### src/rtl/cellrv32_cpu_cp_fpu32_i2f.sv
// Multi-cycle int32/uint32 to binary32 converter (FCVT.S.W / FCVT.S.WU).
// Define CELLRV32_FPU_I2F_FAST_NORM_EN to replace the bit-serial normalizer with an LZC + barrel shift.
module cellrv32_cpu_cp_fpu32_i2f #(
    parameter int XLEN = 32
) (
    input  logic             clk_i,
    input  logic             rst_i,
    input  logic             start_i,
    input  logic [2:0]       rmode_i,
    input  logic             funct_i,
    input  logic [XLEN-1:0]  data_i,
    output logic [31:0]      result_o,
    output logic [4:0]       flags_o,
    output logic             done_o
);

    localparam int FP_EXC_NV_C = 0;
    localparam int FP_EXC_DZ_C = 1;
    localparam int FP_EXC_OF_C = 2;
    localparam int FP_EXC_UF_C = 3;
    localparam int FP_EXC_NX_C = 4;

    localparam logic [2:0] RM_RNE = 3'b000;
    localparam logic [2:0] RM_RTZ = 3'b001;
    localparam logic [2:0] RM_RDN = 3'b010;
    localparam logic [2:0] RM_RUP = 3'b011;
    localparam logic [2:0] RM_RMM = 3'b100;

    localparam logic [7:0] EXP_BASE = 8'd158;

    typedef enum logic [2:0] {
        S_IDLE,
        S_PREPARE,
        S_NORMALIZE,
        S_ROUND,
        S_FINALIZE
    } state_t;

    state_t state, state_nxt;

    logic [31:0] data_r;
    logic        funct_r;
    logic [2:0]  rmode_r;
    logic        sign_r;
    logic [31:0] mag_r;
    logic [7:0]  exp_r;
    logic        zero_r;
    logic [22:0] mant_r;
    logic        nx_r;

    logic [31:0] mag_prep;
    logic        sign_prep;
    logic        g_bit, r_bit, st_bit;
    logic        inc;
    logic [24:0] sum;

`ifdef CELLRV32_FPU_I2F_FAST_NORM_EN
    logic [4:0] lzc_r;

    function automatic logic [4:0] lzc32(input logic [31:0] v);
        logic [4:0] n;
        n = 5'd0;
        // Highest set bit wins because later iterations overwrite earlier ones.
        for (int i = 0; i < 32; i++) begin
            if (v[i]) n = 5'(31 - i);
        end
        return n;
    endfunction
`endif

    // Two's-complement negation of 0x80000000 yields itself, which is the correct magnitude.
    always_comb begin
        sign_prep = ~funct_r & data_r[31];
        mag_prep  = sign_prep ? (32'd0 - data_r) : data_r;
    end

    always_comb begin
        g_bit  = mag_r[7];
        r_bit  = mag_r[6];
        st_bit = |mag_r[5:0];
        inc    = 1'b0;
        case (rmode_r)
            RM_RNE:  inc = g_bit & (r_bit | st_bit | mag_r[8]);
            RM_RTZ:  inc = 1'b0;
            RM_RDN:  inc = sign_r & (g_bit | r_bit | st_bit);
            RM_RUP:  inc = ~sign_r & (g_bit | r_bit | st_bit);
            RM_RMM:  inc = g_bit;
            default: inc = 1'b0;
        endcase
        sum = {1'b0, 1'b1, mag_r[30:8]} + {24'd0, inc};
    end

    always_ff @(posedge clk_i or posedge rst_i) begin
        if (rst_i) begin
            state <= S_IDLE;
        end else begin
            state <= state_nxt;
        end
    end

    always_comb begin
        state_nxt = state;
        case (state)
            S_IDLE:      if (start_i) state_nxt = S_PREPARE;
            S_PREPARE:   state_nxt = (mag_prep == 32'd0) ? S_FINALIZE : S_NORMALIZE;
`ifdef CELLRV32_FPU_I2F_FAST_NORM_EN
            S_NORMALIZE: state_nxt = S_ROUND;
`else
            S_NORMALIZE: if (mag_r[31]) state_nxt = S_ROUND;
`endif
            S_ROUND:     state_nxt = S_FINALIZE;
            S_FINALIZE:  state_nxt = S_IDLE;
            default:     state_nxt = S_IDLE;
        endcase
    end

    always_ff @(posedge clk_i or posedge rst_i) begin
        if (rst_i) begin
            data_r   <= '0;
            funct_r  <= 1'b0;
            rmode_r  <= '0;
            sign_r   <= 1'b0;
            mag_r    <= '0;
            exp_r    <= '0;
            zero_r   <= 1'b0;
            mant_r   <= '0;
            nx_r     <= 1'b0;
            result_o <= '0;
            flags_o  <= '0;
            done_o   <= 1'b0;
`ifdef CELLRV32_FPU_I2F_FAST_NORM_EN
            lzc_r    <= '0;
`endif
        end else begin
            done_o <= 1'b0;
            case (state)
                S_IDLE: begin
                    if (start_i) begin
                        data_r  <= data_i;
                        funct_r <= funct_i;
                        rmode_r <= rmode_i;
                    end
                end
                S_PREPARE: begin
                    sign_r <= sign_prep;
                    mag_r  <= mag_prep;
                    exp_r  <= EXP_BASE;
                    zero_r <= (mag_prep == 32'd0);
                    nx_r   <= 1'b0;
`ifdef CELLRV32_FPU_I2F_FAST_NORM_EN
                    lzc_r  <= lzc32(mag_prep);
`endif
                end
                S_NORMALIZE: begin
`ifdef CELLRV32_FPU_I2F_FAST_NORM_EN
                    mag_r <= mag_r << lzc_r;
                    exp_r <= EXP_BASE - {3'd0, lzc_r};
`else
                    if (!mag_r[31]) begin
                        mag_r <= {mag_r[30:0], 1'b0};
                        exp_r <= exp_r - 8'd1;
                    end
`endif
                end
                S_ROUND: begin
                    // Carry-out means the mantissa wrapped to 1.0; exponent tops out at 159.
                    if (sum[24]) begin
                        mant_r <= '0;
                        exp_r  <= exp_r + 8'd1;
                    end else begin
                        mant_r <= sum[22:0];
                    end
                    nx_r <= g_bit | r_bit | st_bit;
                end
                S_FINALIZE: begin
                    result_o <= zero_r ? 32'd0 : {sign_r, exp_r, mant_r};
                    flags_o  <= '0;
                    flags_o[FP_EXC_NX_C] <= nx_r & ~zero_r;
                    flags_o[FP_EXC_NV_C] <= 1'b0;
                    flags_o[FP_EXC_DZ_C] <= 1'b0;
                    flags_o[FP_EXC_OF_C] <= 1'b0;
                    flags_o[FP_EXC_UF_C] <= 1'b0;
                    done_o   <= 1'b1;
                end
                default: ;
            endcase
        end
    end

endmodule

### config.mk
export PLATFORM = sky130hd
export DESIGN_NAME = cellrv32_cpu_cp_fpu32_i2f
export DESIGN_NICKNAME = d
export VERILOG_FILES = /design/src/rtl/cellrv32_cpu_cp_fpu32_i2f.sv
export SDC_FILE = /design/constraint.sdc
export NUM_CORES = 1
export LEC_CHECK = 0
export CAP_MARGIN = 20
export CORE_MARGIN = 2
export CORE_UTILIZATION = 55
export CTS_CLUSTER_SIZE = 14
export DETAILED_ROUTE_END_ITERATION = 12
export PLACE_DENSITY = 0.78
export SLEW_MARGIN = 20
export SYNTH_ARGS = -nofsm -noshare
export SYNTH_HDL_FRONTEND = slang
export SYNTH_SLANG_ARGS = --single-unit
### constraint.sdc
create_clock -name clk_i -period 11.2 [get_ports clk_i]
set_input_delay 2.8 -clock clk_i [delete_from_list [all_inputs] [get_ports clk_i]]
set_output_delay 2.8 -clock clk_i [all_outputs]
set_load 0.01 [all_outputs]
Word level (Yosys, flattened, before mapping)
Cells that the tools add are included.

Input bits: 39. Output and inout port bits: 38. RAM bits: 0. Memories kept: 0. Bits in latches: 0. Register bits after elaboration: 139. Memory bits (read-only): 0.

Magnitude comparators: 0. Div/mod/pow operators: 0. Bitwise operators: 12. Equality and inequality tests: 11. Multiplexer cells: 15. Reduce and logical (&&, ||, !) cells: 11. Shift-type cells: 0. $mul: 0. $add $sub $neg: 4.

Operators with widths (number): 2-to-1 mux 32 bit (3); one-hot mux 32 bit (2 select lines) (1); logical NOT 32 bit (1); subtractor 1 x 32 -> 32 bit, first input constant (1); adder 24 x 1 -> 25 bit (1); one-hot mux 8 bit (3 select lines) (1); 2-to-1 mux 23 bit (1); 2-to-1 mux 8 bit (2); == test 3 x 2 -> 1 bit, second input constant (4); one-hot mux 3 bit (4 select lines) (1); 2-to-1 mux 3 bit (3); adder 8 x 1 -> 8 bit, second input constant (1); inequality test 2 bit, second input constant (4); subtractor 8 x 1 -> 8 bit, second input constant (1); == test 3 bit, second input constant (2); logical NOT 3 bit (2); AND reduction 2 bit (3); OR reduction 6 bit (1); bitwise AND 1 bit (5); bitwise OR 1 bit (4); one-hot mux 1 bit (4 select lines) (1); nonzero test 2 bit (2); == test 3 x 1 -> 1 bit, second input constant (1); inverter 1 bit (3); other kinds (4) (4).

Depth between registers and ports, before layout
Depth in word-level cells: 8. Mapped depth: 14. Gate-level depth less buffers: 13.

Worst setup path before layout
Ideal clock, no wire load.

Path kind: input -> register. Start: input port start_i. End: register data_r[10]. Library setup time: 0.125 ns. Setup slack: 7.075 ns. Cell stages on the path: 4. Arrival time: 4.000 ns. Path buffers: 2. Cell sequence: and3_1 > clkbuf_1 > buf_1 > mux2_2.

Longest elaborated chain between the ends: 1.

RTL lines: from (decl) (RTL line 8) `input logic start_i,`; AND reduction 2 bit (no line); to (signal assigned) (RTL line 139) `data_r <= data_i;`; to (decl) (RTL line 41) `logic [31:0] data_r;`.

No other way between the ends. A chain may end at the register's enable or synchronous reset.

Worst setup path after layout
Start: register rmode_r[0]. End: register exp_r[7].

Longest elaborated chain between the ends: 5.

RTL lines: from (decl) (RTL line 43) `logic [2:0] rmode_r;`; from (signal assigned) (RTL line 141) `rmode_r <= rmode_i;`; == test 3 bit (tied with other cells) (RTL line 82) `case (rmode_r)`; one-hot mux 1 bit (4 select lines) * (RTL line 82); adder 24 x 1 -> 25 bit * (RTL line 90) `sum = {1'b0, 1'b1, mag_r[30:8]} + {24'd0, inc};`; inequality test 2 bit (no line) *; AND reduction 3 bit (no line) *; to (signal assigned) (RTL line 161) `exp_r <= exp_r - 8'd1;`; to (signal assigned) (RTL line 169) `exp_r <= exp_r + 8'd1;`; to (decl) (RTL line 46) `logic [7:0] exp_r;`.

Every way passes the cells marked *; elsewhere a longest branch is shown, timed or not.

==> impl_metrics.ini <==
[run_status]
status = complete, no violations

[floorplan]
die-area_mm2 = 0.0141
coreArea_mm2 = 0.0127
rows = 41
io_pins = 77
start_util_pct = 56.9
die_h_um = 119
die_w_um = 119

[logic_synthesis]
yosysTopAreaCell = dfrtp_1
yosys-top-cells-area = dfrtp_1 (48%), o21ai_0 (7.0%), mux2_2 (5.6%), xor2_1 (4.2%), nand2_1 (4.2%)
yosys_warnings = 0
synthesis.area_mm2 = 0.00724
yosysSeqAreaShare_pct = 48.1
postSynthAreaPerCell_um2 = 9.74
ys.flop_type = dfrtp_1
synth_cell_type_count = 60
synthArstFlopShare_pct = 100
synth_edf_count = 0
synth_seq_cells = 139
synth_cells = 743
synth_top_area_share_pct = 48.1

[route]
drcViolationCount = 0
wire_per_inst_um = 15.6
routed_wl_um = 15100
first_pass_iters = 5
drt_iter0_drc = 321
num_vias = 5449
drt.antenna.violating_nets = 0
viasPerCell = 5.62

[global_route]
grt_antenna_before_repair = 0
grt_usage_pct = 23.0
grt_pass1_vias = 5365
grt_pass1_wl_um = 26200
grt_overflow_total = 0
grt_max_degree = 81

[setup_path]
reg2reg_slack_ns = 6.79
endpoint_kind = flip-flop
crit_arrival_ns = 4.72
cp_max_fo = 21
reg2reg_to = exp_r[7]
worstRegToRegCells = 14
start_kind = flip-flop
rr_startpoint = rmode_r[0]
setup.worst_path.start = rmode_r[0]
required_ns = 11.51
endpoint = exp_r[7]
path_class = reg -> reg

[sta]
skew_ns = 0.00872
fin_crit_ns = 4.41
finalSetupTns_ns = 0
finalHoldViolCount = 0
final_max_slew_viol_count = 0
setup_slack_ns = 6.79
worstMarginPinSlew_ns = 1.05
finalSetupViolCount = 0
finalCritPeriodShare_pct = 39.4
rsz0062_at_grt = no
relSlewSlack_pct = 29.8
clock.fmax_ghz = 0.227

[min_path]
hold_path.class = reg -> reg

[pwr]
leakage_uw = 0.00347
vdd_drop_max_mv = 0.140
power_density_mw_per_mm2 = 301

[placed_design]
place.gp.congestion = 0.838
dpl.cell_count = 938
dpl_cell_area_mm2 = 0.00798
port_buffers = 72
pre_cts_slack_ns = 6.40
hpwl_um = 10900

[clock_tree]
cts_tree = built
hold_buffers = 0
path_clk_slew_ns = 0.06
clk_path_buf_depth = 2
cts_max_level = 4
cts_sinks = 139
cts_made_buffers = 17
root_buffer = clkbuf_16
cts_setup_buffers = 0
clock_latency_ns = 0.43
cts_resized = 0

[layout]
nets = 834
layout_commonest_cell = dfrtp_1
drive_above_1_share_pct = 11.4
stdcell_count = 970
post-route-cell-area_mm2 = 0.00858
antenna_cells = 0
most-common-layout-cells = dfrtp_1 (139), o21ai_0 (101), nand2_1 (80), clkdlybuf4s50_1 (72), nand2b_1 (37)
area_delta_synth_final_pct = 18.6

[run]
maxCapViolCount = 0
synth_stat cells, types with 5 or more instances:
library cell  number
dfrtp_1          139
o21ai_0          101
nand2_1           81
clkbuf_1          47
nand2b_1          37
mux2_2            36
xor2_1            35
a22oi_1           29
nor2_1            29
xnor2_1           22
nor3_1            16
inv_1             15
nand4_1           15
nand3_1           14
a21oi_1           11
o31ai_1           10
ha_1               9
nor4_1             8
or4_1              6
or3_1              5
layout make-up:
| cell class | instances | area [um2] |
|---|---|---|
| fill | 1059 | 4140 |
| sequential | 139 | 3480 |
| multi-input combinational | 533 | 3450 |
| timing repair buffer | 79 | 773 |
| clock buffer | 18 | 439 |
| tap | 172 | 215 |
| clock inverter | 14 | 163 |
| inverter | 15 | 58.8 |
per-layer routing:
layer | vias up | routed length [um] | global-route usage (%) | share of wire, %
li1 | 2715 | - | - | -
met1 | 2604 | 6830 | 29.8 | 45
met2 | 112 | 7510 | 38.5 | 50
met3 | 18 | 576 | 4.68 | 3.8
met4 | 0 | 221 | 8.04 | 1.5
met5 | - | 0 | 0 | 0
power by group:
part / switching [uW] / leakage [uW] / internal (uW) / total, uW
logic: 536 / 0.00144 / 496 / 1030
clock network: 225 / 0.000288 / 338 / 563
registers: 259 / 0.00174 / 733 / 992
cells by family after synthesis:
kind of cell	synth area share, %
compound gates	15.9
simple gates	16.8
xor+xnor	6.90
other cells	0.0518
mux	6.02
fa+ha+maj	1.83
buf+inv	4.49
flops	48.1
critical path: stages (launching register included):
cell and delay [ns]:
dfrtp_1 0.41, xnor2_1 0.14, nor3b_1 0.25, nor2b_1 0.19
o22a_1 0.16, ha_1 0.19, ha_1 0.20, nand3_1 0.22
nor4_1 0.43, nand4_1 0.25, o311ai_1 0.34, buf_4 0.26
a21boi_1 0.87, o2111a_1 0.32, a21oi_1 0.05
how the worst min path moves through the flow:
stage	endpoint	slack, ns	cells past startpoint	startpoint
after CTS	result_o[22]	0.48	2	result_o[22]
final	result_o[22]	0.47	2	result_o[22]
after global routing	mant_r[8]	0.50	2	mant_r[8]
after global placement	result_o[5]	0.46	2	result_o[5]
after floorplan	mant_r[0]	0.45	2	mant_r[0]
after detailed placement	result_o[22]	0.47	2	result_o[22]
state kept, by name, indices dropped and copies added, names as in the netlist:
register  cells
data_r       32
done_o        1
exp_r         8
flags_o       1
funct_r       1
mag_r        32
mant_r       23
nx_r          1
result_o     32
rmode_r       3
sign_r        1
state         3
zero_r        1
metrics by stage:
stage | hold slack (ns) | total power, uW | utilization, %
after detailed placement | 0.469 | 2030 | 62.7
after floorplan | 0.451 | 1700 | -
after global placement | 0.460 | 1970 | 62.7
after CTS | 0.482 | 2600 | 67.5
after global routing | 0.497 | 2780 | 67.5
final | 0.474 | 2590 | 67.5
(Power assumes the default switching activity.)
